## src/rtl/img_pkg.sv

```systemverilog
// Shared widths, the output-stream word layout and the tkeep helper for the pixel stream stages.
package img_pkg;

  localparam int PIX_W        = 8;
  localparam int WORD_W       = 32;
  localparam int PIX_PER_WORD = 4;
  localparam int KEEP_W       = WORD_W / 8;

  typedef struct packed {
    logic [WORD_W-1:0] tdata;
    logic [KEEP_W-1:0] tkeep;
    logic              tlast;
    logic              tuser;
  } axis_word_t;

  // Contiguous byte enables for the first n lanes; n ranges over 0..PIX_PER_WORD.
  function automatic logic [KEEP_W-1:0] keep_from_count(input logic [2:0] n);
    logic [KEEP_W:0] w_ones;
    w_ones = ({{KEEP_W{1'b0}}, 1'b1} << n) - {{KEEP_W{1'b0}}, 1'b1};
    return w_ones[KEEP_W-1:0];
  endfunction

endpackage

```

## src/rtl/axis_fifo2.sv

```systemverilog
// Two-entry registered stream FIFO; ready and full come straight from the occupancy register.
module axis_fifo2 #(
  parameter int W = 32
) (
  input  logic         i_clk,
  input  logic         i_rst_n,
  input  logic         i_s_valid,
  input  logic [W-1:0] i_s_data,
  output logic         o_s_ready,
  output logic         o_m_valid,
  output logic [W-1:0] o_m_data,
  input  logic         i_m_ready,
  output logic         o_full
);

  logic [W-1:0] r_mem [2];
  logic         r_wr_ptr;
  logic         r_rd_ptr;
  logic [1:0]   r_count;
  logic         w_push;
  logic         w_pop;

  assign o_full    = (r_count == 2'd2);
  assign o_s_ready = !o_full;
  assign o_m_valid = (r_count != 2'd0);
  assign o_m_data  = r_mem[r_rd_ptr];
  assign w_push    = i_s_valid && o_s_ready;
  assign w_pop     = o_m_valid && i_m_ready;

  always_ff @(posedge i_clk or negedge i_rst_n) begin
    if (!i_rst_n) begin
      r_mem[0] <= '0;
      r_mem[1] <= '0;
      r_wr_ptr <= 1'b0;
      r_rd_ptr <= 1'b0;
      r_count  <= 2'd0;
    end else begin
      if (w_push) begin
        r_mem[r_wr_ptr] <= i_s_data;
        r_wr_ptr        <= ~r_wr_ptr;
      end
      if (w_pop) r_rd_ptr <= ~r_rd_ptr;
      case ({w_push, w_pop})
        2'b10:   r_count <= r_count + 2'd1;
        2'b01:   r_count <= r_count - 2'd1;
        default: r_count <= r_count;
      endcase
    end
  end

endmodule

```

## src/rtl/pixel_word_packer.sv

```systemverilog
// Packs 8-bit pixels into 32-bit stream words, closing every row on a word boundary,
// with tuser on the first word of a frame, tlast on the last, and a level-sensitive flush.
module pixel_word_packer
  import img_pkg::*;
#(
  parameter int IMG_WIDTH  = 512,
  parameter int IMG_HEIGHT = 512
) (
  input  logic              axi_clk,
  input  logic              axi_reset_n,
  input  logic              s_pix_valid,
  input  logic [PIX_W-1:0]  s_pix_data,
  output logic              s_pix_ready,
  input  logic              i_flush,
  output logic              m_axis_tvalid,
  output logic [WORD_W-1:0] m_axis_tdata,
  output logic [KEEP_W-1:0] m_axis_tkeep,
  output logic              m_axis_tlast,
  output logic              m_axis_tuser,
  input  logic              m_axis_tready,
  output logic              o_frame_done
);

  localparam int CW = (IMG_WIDTH  > 1) ? $clog2(IMG_WIDTH)  : 1;
  localparam int RW = (IMG_HEIGHT > 1) ? $clog2(IMG_HEIGHT) : 1;

  logic [CW-1:0]     r_col;
  logic [RW-1:0]     r_row;
  logic [2:0]        r_lanes;
  logic [WORD_W-1:0] r_data;
  logic              r_sof;
  logic              r_ready_en;

  logic              w_full;
  logic              w_fifo_in_ready;
  logic              w_accept;
  logic              w_last_col;
  logic              w_last_row;
  logic              w_close;
  logic              w_flush_push;
  logic              w_push;
  logic              w_sof_now;
  logic [WORD_W-1:0] w_data;
  axis_word_t        w_word;
  axis_word_t        w_head;

  assign s_pix_ready  = r_ready_en && !w_full && !i_flush;
  assign w_accept     = s_pix_valid && s_pix_ready;
  assign w_last_col   = (r_col == CW'(IMG_WIDTH - 1));
  assign w_last_row   = (r_row == RW'(IMG_HEIGHT - 1));
  assign w_close      = w_accept && ((r_lanes == 3'd3) || w_last_col);
  assign w_flush_push = i_flush && (r_lanes != 3'd0) && !w_full;
  assign w_push       = (w_close || w_flush_push) && w_fifo_in_ready;
  assign w_sof_now    = r_sof || ((r_row == '0) && (r_col == '0));

  // Rows always close on a word boundary, so the lane count doubles as col % 4.
  always_comb begin
    w_data = r_data;
    w_data[{r_lanes[1:0], 3'b000} +: PIX_W] = s_pix_data;
    w_word = '0;
    if (i_flush) begin
      w_word.tdata = r_data;
      w_word.tkeep = keep_from_count(r_lanes);
      w_word.tlast = 1'b1;
      w_word.tuser = r_sof;
    end else begin
      w_word.tdata = w_data;
      w_word.tkeep = keep_from_count(r_lanes + 3'd1);
      w_word.tlast = w_last_col && w_last_row;
      w_word.tuser = w_sof_now;
    end
  end

  always_ff @(posedge axi_clk or negedge axi_reset_n) begin
    if (!axi_reset_n) begin
      r_col      <= '0;
      r_row      <= '0;
      r_lanes    <= 3'd0;
      r_data     <= '0;
      r_sof      <= 1'b0;
      r_ready_en <= 1'b0;
    end else begin
      r_ready_en <= 1'b1;
      if (i_flush) begin
        // A non-empty pack register waits for FIFO space; an empty one just restarts the frame.
        if ((r_lanes == 3'd0) || !w_full) begin
          r_col   <= '0;
          r_row   <= '0;
          r_lanes <= 3'd0;
          r_data  <= '0;
          r_sof   <= 1'b0;
        end
      end else if (w_accept) begin
        if (w_close) begin
          r_lanes <= 3'd0;
          r_data  <= '0;
          r_sof   <= 1'b0;
        end else begin
          r_lanes <= r_lanes + 3'd1;
          r_data  <= w_data;
          r_sof   <= w_sof_now;
        end
        if (w_last_col) begin
          r_col <= '0;
          r_row <= w_last_row ? '0 : r_row + RW'(1);
        end else begin
          r_col <= r_col + CW'(1);
        end
      end
    end
  end

  axis_fifo2 #(.W($bits(axis_word_t))) u_fifo (
    .i_clk     (axi_clk),
    .i_rst_n   (axi_reset_n),
    .i_s_valid (w_push),
    .i_s_data  (w_word),
    .o_s_ready (w_fifo_in_ready),
    .o_m_valid (m_axis_tvalid),
    .o_m_data  (w_head),
    .i_m_ready (m_axis_tready),
    .o_full    (w_full)
  );

  assign m_axis_tdata = w_head.tdata;
  assign m_axis_tkeep = w_head.tkeep;
  assign m_axis_tlast = w_head.tlast;
  assign m_axis_tuser = w_head.tuser;
  assign o_frame_done = m_axis_tvalid && m_axis_tready && w_head.tlast;

endmodule

```

## config.mk

```make
export PLATFORM = sky130hd
export DESIGN_NAME = pixel_word_packer
export DESIGN_NICKNAME = d
export VERILOG_FILES = /design/src/rtl/img_pkg.sv /design/src/rtl/axis_fifo2.sv /design/src/rtl/pixel_word_packer.sv
export SDC_FILE = /design/constraint.sdc
export NUM_CORES = 1
export LEC_CHECK = 0
export ABC_CLOCK_PERIOD_IN_PS = 2950
export CORE_ASPECT_RATIO = 2
export CORE_MARGIN = 3
export CORE_UTILIZATION = 58
export DETAILED_ROUTE_END_ITERATION = 10
export GPL_TIMING_DRIVEN = 0
export PLACE_DENSITY = 0.89
export SLEW_MARGIN = 20
export SYNTH_ARGS = -nofsm -noshare
export SYNTH_HDL_FRONTEND = slang
export SYNTH_SLANG_ARGS = --single-unit
export TNS_END_PERCENT = 10
```

## constraint.sdc

```tcl
create_clock -name axi_clk -period 2.95 [get_ports axi_clk]
set_input_delay 0.295 -clock axi_clk [delete_from_list [all_inputs] [get_ports axi_clk]]
set_output_delay 0.295 -clock axi_clk [all_outputs]
set_load 0.05 [all_outputs]
```

After elaboration in Yosys (flattened, before gate mapping):

Cells that the tools add are included.

* flip-flop bits (word level): 135
* word-level logic and storage cells: 95
* output and inout port bits: 41

* bitwise gates (word level): 4
* eq/ne operators: 7
* add/sub/neg operators: 8
* mux-type cells: 29
* shift-type cells: 4
* reductions and logical operators: 29
* $lt $le $gt $ge: 3

Operator list (number)
* 38-bit 2-to-1 mux: 5
* 32-bit 2-to-1 mux: 4
* 76-bit bitwise mux: 1
* 9-bit 2-to-1 mux: 8
* 38-bit demux with 1-bit select: 1
* 32-bit bitwise mux: 1
* 8-bit by 7-bit variable shift with 32-bit output (first input constant): 1
* 8-bit by 7-bit indexed part select with 32-bit output: 1
* 9-bit by 1-bit adder with 9-bit output (second input constant): 2
* 9-bit equality test (second input constant): 2
* 9-bit zero test: 2
* 1-bit logical AND: 13
* 3-bit 2-to-1 mux: 4
* 2-bit nonzero test: 4
* 1-bit by 3-bit << shifter with 4-bit output (first input constant): 2
* 4-bit by 1-bit subtractor with 4-bit output (second input constant): 2
* 5-bit negator with 7-bit output: 1
* 2-bit equality test (second input constant): 2
* 2-bit >= comparator (second input constant): 2
* 1-bit logical OR: 4
* 1-bit 2-to-1 mux: 4
* 1-bit inverter with 2-bit output: 2
* 2-bit one-hot mux with 2 select lines: 1
* 3-bit by 1-bit adder with 3-bit output (second input constant): 1
* 12 further kinds: 14

Logic depth before layout (Yosys ltp):

Gate-level depths: netlist of run 1.

* depth in word-level cells: 11
* mapped depth: 13
* depth with buffers taken out: 12

Modules after synthesis:

A second synthesis of run 1 with hierarchy kept.

* cells, all modules: 526
* area, all modules: 6732.7 sq um

Modules (own cells, without submodules)
* axis_fifo2: cells each 220, times used 1, sequential area each 2001.9 sq um, area each 3579.7 sq um
* pixel_word_packer: cells each 306, times used 1, sequential area each 1376.3 sq um, area each 3153.0 sq um

Least setup slack after synthesis of run 1:

Ideal clock, no wire load.

* path type: register to register
* start point: register r_col[0]
* end point: register u_fifo.r_mem[19] in the netlist's numbering
* data arrival time: 2.345 ns
* path slack: 0.480 ns
* stages on the path, launching flop included: 13
* period minus slack after synthesis: 2.470 ns
* path buffers: 3
* data required time: 2.825 ns
* cells stage by stage: dfrtp_1 -> ha_1 -> nand3_1 -> nor2_1 -> and3_1 -> ha_1 -> buf_6 -> or2_1 -> nand3_2 -> a21bo_1 -> buf_6 -> buf_6 -> mux2_4

* longest elaborated chain between the ends: 6

Ends and longest elaborated chain
* from (decl): RTL line pixel_word_packer.sv:27 `logic [CW-1:0] r_col;`
* from (signal assigned): RTL line pixel_word_packer.sv:107 `r_col <= r_col + CW'(1);`
* 9-bit equality test: RTL line pixel_word_packer.sv:49 `assign w_last_col = (r_col == CW'(IMG_WIDTH - 1));`
* 1-bit logical OR: RTL line pixel_word_packer.sv:51 `assign w_close = w_accept && ((r_lanes == 3'd3) || w_last_col);`
* 1-bit logical AND: RTL line pixel_word_packer.sv:51
* 1-bit logical OR: RTL line pixel_word_packer.sv:53 `assign w_push = (w_close || w_flush_push) && w_fifo_in_ready;`
* 1-bit logical AND: RTL line pixel_word_packer.sv:53
* 1-bit logical AND: RTL line axis_fifo2.sv:27 `assign w_push = i_s_valid && o_s_ready;`
* to (signal, indexed assignment): RTL line axis_fifo2.sv:39 `r_mem[r_wr_ptr] <= i_s_data;`
* to (decl): RTL line axis_fifo2.sv:16 `logic [W-1:0] r_mem [2];`

Every way passes these cells.
A chain may end at the register's enable or synchronous reset.

Worst setup path after layout of run 1:

* start point: register u_fifo.r_rd_ptr
* end point: output m_axis_tdata[8]

* longest elaborated chain between the ends: 4

Ends and longest elaborated chain
* from (decl): RTL line axis_fifo2.sv:18 `logic r_rd_ptr;`
* from (signal assigned): RTL line axis_fifo2.sv:42 `if (w_pop) r_rd_ptr <= ~r_rd_ptr;`
* 1-bit inverter with 2-bit output (implied by the code): RTL line axis_fifo2.sv:26 `assign o_m_data = r_mem[r_rd_ptr];`
* 38-bit 2-to-1 mux (implied by the code) (3 in a row): RTL line axis_fifo2.sv:26
* to (decl): RTL line pixel_word_packer.sv:16 `output logic [WORD_W-1:0] m_axis_tdata,`

Every way passes these cells. The select of a mux whose other input is x is not followed.

==> run metrics, run 1 <==
antenna violations before repair=0; fill cell count=746; delay-heaviest family, CP=buffers and inverters; clock slew at reported path FFs=0.06 ns; DRC=1; Fmax=349.7 MHz; most frequent cell after synthesis=dfrtp_1; failing checks=DRC; synth top area cells=dfrtp_1, a22o_1, mux2_2; min-delay worst type=in -> async; global route total overflow=0; nets=between 600 and 700; CP bufs+invs=2; number of enable flip-flop cells after synthesis=0; Mapped Area=6758 um^2; largest net degree at the start of global routing=a little under 80; CP max stage delay=a little over 0.7 ns; CP Launch Type=flop; core box area=between 10000 and 15000 um^2; Routed Antenna Nets=0; Post-synth top flop=dfrtp_1; Syn-to-layout area delta=21.38%; Pleak=just over 0.004 uW; die area=~13000 um^2; Distinct cells, synth=64; CTS tree=done; WS Path Type=reg -> out; final setup vio count=0; share of the synthesized area in the top cell type=49.99%; DRT Wirelength=17300 um; status=finished with violations; Cell Chain, Critical Path=buf_1, mux2_2, clkdlybuf4s50_1; worst hold margin=0.3827 ns; Setup crit end kind=primary output; peak supply drop=0.5705 mV; total CTS buffers=17; Critical Path Stages=3; first-pass GRT wire length=between 20000 and 30000 um; die width=slightly above 80 um; # clock sinks=~140; asr flop ratio synth=100.0%; post-DP HPWL=roughly 11000 um; Worst R2R Path Depth=11; Avg Cell Area, Syn=~13 um^2; pwr dens=around 780 nW/um^2; CP arrival=roughly 2.6 ns; max-slew violations=0; min cycle time layout=around 2.9 ns; syn_nets=~550; FF+latch count, synth=135; Setup Fix Bufs, Post-CTS=0; share of cells above drive strength 1=22.75%; Seq/Total Area, Yosys=about half; number of global-route vias before repair=between 5000 and 6000; post-DR wirelength/cell=22.98 um; Initial Util=59.52%; num rows=55; Syn. warnings=0; largest area contributor in the netlist=dfrtp_1; clock buffer depth=2; Max Cap Viol=0; Worst EP required=2.65 ns; Synth top cells by count=dfrtp_1, a22o_1, mux2_2; H-tree depth=4; Post-Syn Instances=~520; final-report hold violation count=0; DRT Pass-1 Iters=8; pre-CTS setup slack=around 0.0052 ns; slew margin rel.=between 30% and 40%; clock latency on the worst-skew pair=0.42 ns; Die Height=around 160 um; RSZ-0062 raised after global routing=false; Diodes inserted=0; Final period util=between 90 and 100%; DR vias/cell=between 6 and 7; Max FO, Critical Path=10; vias=just under 5000; Worst-Margin Slew=about 0.93 ns; all-layer global routing usage=between 20% and 30%; Max Clock Skew=between 0.007 and 0.008 ns; port bufs=53; Placer Congestion=between 0.9 and 1; CP max stage cell=clkdlybuf4s50_1; worst setup margin=roughly 0.090 ns; io pins=54; CTS Root Cell=clkbuf_16; DRT iter0 DRCs=around 380
-- stage by stage --
stage	power, uW	instances	cell area (um^2)	TNS [ns]	utilization (%)
after floorplan	3506	524	6758	0	-
after global placement	4025	719	7466	-460.66	65.75
after detailed placement	4090	720	7498	0	66.04
after CTS	6423	753	8153	0	71.80
after global routing	6644	753	8203	0	72.24
final	6421	753	8203	0	72.24
-- worst paths after layout --
check / start / to / slack (ns)
min: axi_reset_n / r_col[5] / 0.38
max: u_fifo.r_rd_ptr / m_axis_tdata[8] / 0.09
min in group axi_clk: u_fifo.r_mem[42] / u_fifo.r_mem[42] / 0.48
max reg2reg: r_col[1] / r_data[1] / 0.10
max in group asynchronous: axi_reset_n / u_fifo.r_mem[75] / 1.84
min reg2reg: u_fifo.r_mem[42] / u_fifo.r_mem[42] / 0.48
-- what timing repair did --
| item | 4_1_cts | 5_1_grt |
|---|---|---|
| pin swaps | 0 | 0 |
| endpoints found under the hold margin | 58 | 0 |
| hold buffers | 1 | 0 |
| gates cloned | 0 | 0 |
| resized for setup | 5 | 14 |
| endpoints found under the setup margin | 17 | 49 |
-- per-layer routing --
| layer | global-route usage (%) | routed length, um | part of all wire, % |
|---|---|---|---|
| met1 | 31.48 | 6262 | 36 |
| met2 | 48.66 | 9389 | 54 |
| met3 | 5.493 | 733 | 4.2 |
| met4 | 15.45 | 917 | 5.3 |
| met5 | 0 | 0 | 0 |
-- area by class of cell --
cell class,instances,area [um^2],area share (%)
repair buffers,55,589.3,7.184
flip-flops and latches,135,3378,41.18
multi-input cells,350,3199,39.00
inverters,12,45.04,0.5491
well taps,142,177.7,2.166
clock buffers,19,432.9,5.278
clock inverters,13,202.7,2.471
plain buffers,27,177.7,2.166
-- logic make-up (layout without fill, tap and decap cells) --
group / after synthesis / count (layout) / synth area share (%)
adders and majority gates: 15 / 15 / 2.777
DFF: 135 / 135 / 49.99
buffers and inverters: 39 / 126 / 3.092
muxes: 114 / 114 / 20.01
other: 1 / 1 / 0.05549
AOI/OAI and AO/OA: 110 / 110 / 14.29
xor gates and xnor gates: 7 / 7 / 0.9073
and+or+nand+nor: 103 / 103 / 8.869
-- flip-flops by register name (all words and copies together), names as in the netlist --
name             flops
u_fifo.r_mem        76
r_data              32
r_col                9
r_row                9
r_lanes              3
u_fifo.r_count       2
r_ready_en           1
r_sof                1
u_fifo.r_rd_ptr      1
u_fifo.r_wr_ptr      1
-- where the power goes --
part / internal, uW / switching (uW) / total (uW)
registers: 2060 / 154 / 2220
logic: 721 / 1170 / 1890
clock network: 1500 / 817 / 2310
total: 4280 / 2140 / 6420
-- cells in the final DEF, fill, tap and decap left out, drive strengths merged, types with 5 or more instances in the layout --
| cell type | count |
|---|---|
| ha | 15 |
| clkbuf | 26 |
| nor2 | 15 |
| a21oi | 5 |
| o22ai | 6 |
| clkinv | 5 |
| a22o | 68 |
| buf | 22 |
| dlymetal6s2s | 7 |
| dfrtp | 135 |
| nor3 | 11 |
| nand2b | 5 |
| bufinv | 5 |
| nand3 | 14 |
| nor2b | 12 |
| o21ai | 8 |
| mux2 | 112 |
| clkdlybuf4s50 | 44 |
| nand2 | 19 |
| inv | 13 |
| xnor2 | 6 |
No activity file was read; power rests on OpenSTA's default activity.
==> inputs of run 2 (changes only) <==
--- a/config.mk
+++ b/config.mk
@@ -12,6 +12,7 @@
 export DETAILED_ROUTE_END_ITERATION = 10
 export GPL_TIMING_DRIVEN = 0
 export PLACE_DENSITY = 0.89
+export RECOVER_POWER = 100
 export SLEW_MARGIN = 20
 export SYNTH_ARGS = -nofsm -noshare
 export SYNTH_HDL_FRONTEND = slang
==> constraint.sdc (replaced) <==
create_clock -name axi_clk -period 2.95 [get_ports axi_clk]
set_input_delay 0.7375 -clock axi_clk [delete_from_list [all_inputs] [get_ports axi_clk]]
set_output_delay 0.7375 -clock axi_clk [all_outputs]
set_load 0.05 [all_outputs]
==> run 2 against run 1 <==
Net effect:
- the flow finishes with violations (setup timing)
- combinational power is 4% lower
- largest cell class unchanged
- final cell count is 0.13% lower
- worst hold slack better by 0.097 ns
- maximum frequency is 3.6% lower
==> run metrics, run 2 (synthesized netlist as in run 1, its figures left out) <==
Setup Fix Bufs, Post-CTS=0; DRT Wirelength=17310 um; die area=13060 um^2; Max FO, Critical Path=10; Die Height=158.7 um; WHS Path Cells=1; most frequent CP cell=buf_4; number of global-route vias before repair=between 5000 and 6000; worst setup margin=-0.01531 ns; # clock sinks=135; met1 usage=approximately a third; H-tree depth=4; internal power=about 4200 uW; clock latency on the worst-skew pair=0.42 ns; r2r endpoint=r_data[1]; most frequent cells in the layout=dfrtp_1, a22o_1, mux2_2; post-DR wirelength/cell=23.02 um; Cell Chain, Critical Path=buf_4, buf_4, mux2_2, dlygate4sd2_1; DR vias/cell=between 6 and 7; core box area=11350 um^2; vias=4886; Max Cap Viol=0; met2 Use GR=between 40% and 50%; clock share of power=36.3%; first-pass GRT wire length=around 27000 um; failing checks=setup timing; all-layer global routing usage=about 28%; Final period util=100.5%; CP max stage cell=dfrtp_1; Cells after DPL=720; largest reg by FF count=u_fifo.r_mem; worst hold path startpoint=u_fifo.r_mem[42]; io pins=54; Pleak=between 0.004 and 0.005 uW; final setup vio count=1; Worst-Margin Slew=approximately 1.5 ns; RSZ-0062 raised after global routing=true; Initial Util=59.52%; Setup crit end kind=primary output; nets=roughly 630; DRT iter0 DRCs=about 390; num rows=55; delay-heaviest family, CP=buffers and inverters; largest registers=u_fifo.r_mem (76), r_data (32); Diodes inserted=0; Fmax=337.2 MHz; min-delay worst type=reg -> reg; pwr dens=roughly 780 nW/um^2; Non-Filler Instances=752; share of cells above drive strength 1=23.28%; WS Path Type=reg -> out; Worst EP required=2.21 ns; commonest non-fill, non-tap cell in the layout=dfrtp_1; worst hold margin=0.4796 ns; port bufs=53; CTS Hold Bufs=0; slew margin rel.=1.440%; Syn-to-layout area delta=19.96%; CTS tree=done; Worst R2R Path Depth=11; M3 GR Usage=around 5.4%; final-report hold violation count=0; CP arrival=2.23 ns; global route total overflow=0; DRC=0; Max Clock Skew=0.007521 ns; Largest register FFs=between 70 and 80; Gate power share=approximately 29%; CP Launch Type=flop; DRT Pass-1 Iters=7; clock slew at reported path FFs=about 0.060 ns; CP bufs+invs=3; Placer Congestion=0.9473; antenna violations before repair=0; die width=between 80 and 90 um; flop-to-flop setup slack=0.09 ns; PostCTS Resize Cnt=50; clock buffer depth=2; largest net degree at the start of global routing=between 70 and 80; Net Sw Power=2129 uW; CP max stage delay=roughly 0.50 ns; Routed Antenna Nets=0; Hold EP=u_fifo.r_mem[42]; CTS Root Cell=clkbuf_16; Sw Ratio=33.57%; max-slew violations=0; status=finished with violations; peak supply drop=0.5330 mV; worst r2r src=r_col[0]; Sequential Power Share=a little over a third; busiest grt layer=met2; post-DP HPWL=roughly 11000 um; total CTS buffers=17; min cycle time layout=around 3 ns
## run 2: changes by cell type in the layout (fill, tap and decap cells not counted), sizes merged
cell / delta
dlymetal6s2s: -7
clkbuf: +2
buf: -1
dlygate4sd3: -1
dlygate4sd2: +36
clkdlybuf4s50: -30
## run 2: worst max-delay path by stage
stage,from,end,slack (ns),depth (start not counted)
6_report,u_fifo.r_rd_ptr,m_axis_tdata[29],-0.02,4
5_1_grt,u_fifo.r_rd_ptr,m_axis_tdata[29],-0.05,4
4_1_cts,r_col[1],u_fifo.r_mem[50],0.007,12
3_5_place_dp,u_fifo.r_rd_ptr,m_axis_tdata[29],-0.44,4
3_3_place_gp,axi_reset_n,u_fifo.r_mem[12],-3.86,1
2_1_floorplan,u_fifo.r_rd_ptr,m_axis_tkeep[1],0.21,3
## run 2: worst register-to-register path, stage by stage (launching register included)
cell and delay (ns):
dfrtp_1 0.40, ha_1 0.23, nand3_1 0.18, nor2_2 0.08, and3_1 0.21, ha_1 0.19
buf_6 0.13, or2_4 0.28, nor3_2 0.30, and4_1 0.27, clkbuf_1 0.31, a22o_1 0.23
## run 2: final cells by class
class,count,area [um^2]
Multi-Input combinational cell,350,3199
Buffer,27,188.9
Clock inverter,13,202.7
Clock buffer,19,432.9
Timing Repair Buffer,54,481.7
Sequential cell,135,3378
Tap cell,142,177.7
Fill cell,780,3248
Inverter,12,45.04
## run 2: per-layer routing
metal | vias up | wire length, um
met4 | 0 | 955
li1 | 2100 | -
met1 | 2519 | 6256
met3 | 65 | 702
met5 | - | 0
met2 | 202 | 9396
## run 2: power by group through the flow
stage,clock (uW),sequential [uW],combinational [uW]
4_1_cts,2330,2210,1820
3_3_place_gp,0,2210,1810
5_1_grt,2400,2240,1920
6_report,2300,2220,1820
2_1_floorplan,0,2180,1320
3_5_place_dp,0,2230,1860
## run 2: per-stage QoR
step | total power [uW] | util, % | instance area, um^2 | setup TNS, ns | worst slack (ns)
after floorplan | 3506 | - | 6758 | 0 | 0.2067
after global placement | 4025 | 65.75 | 7466 | -523.97 | -3.863
after detailed placement | 4090 | 66.04 | 7498 | -3.807 | -0.4373
after CTS | 6357 | 71.42 | 8109 | 0 | 0.007325
after global routing | 6572 | 71.39 | 8107 | -0.2256 | -0.04800
final | 6343 | 71.39 | 8107 | -0.01531 | -0.01531
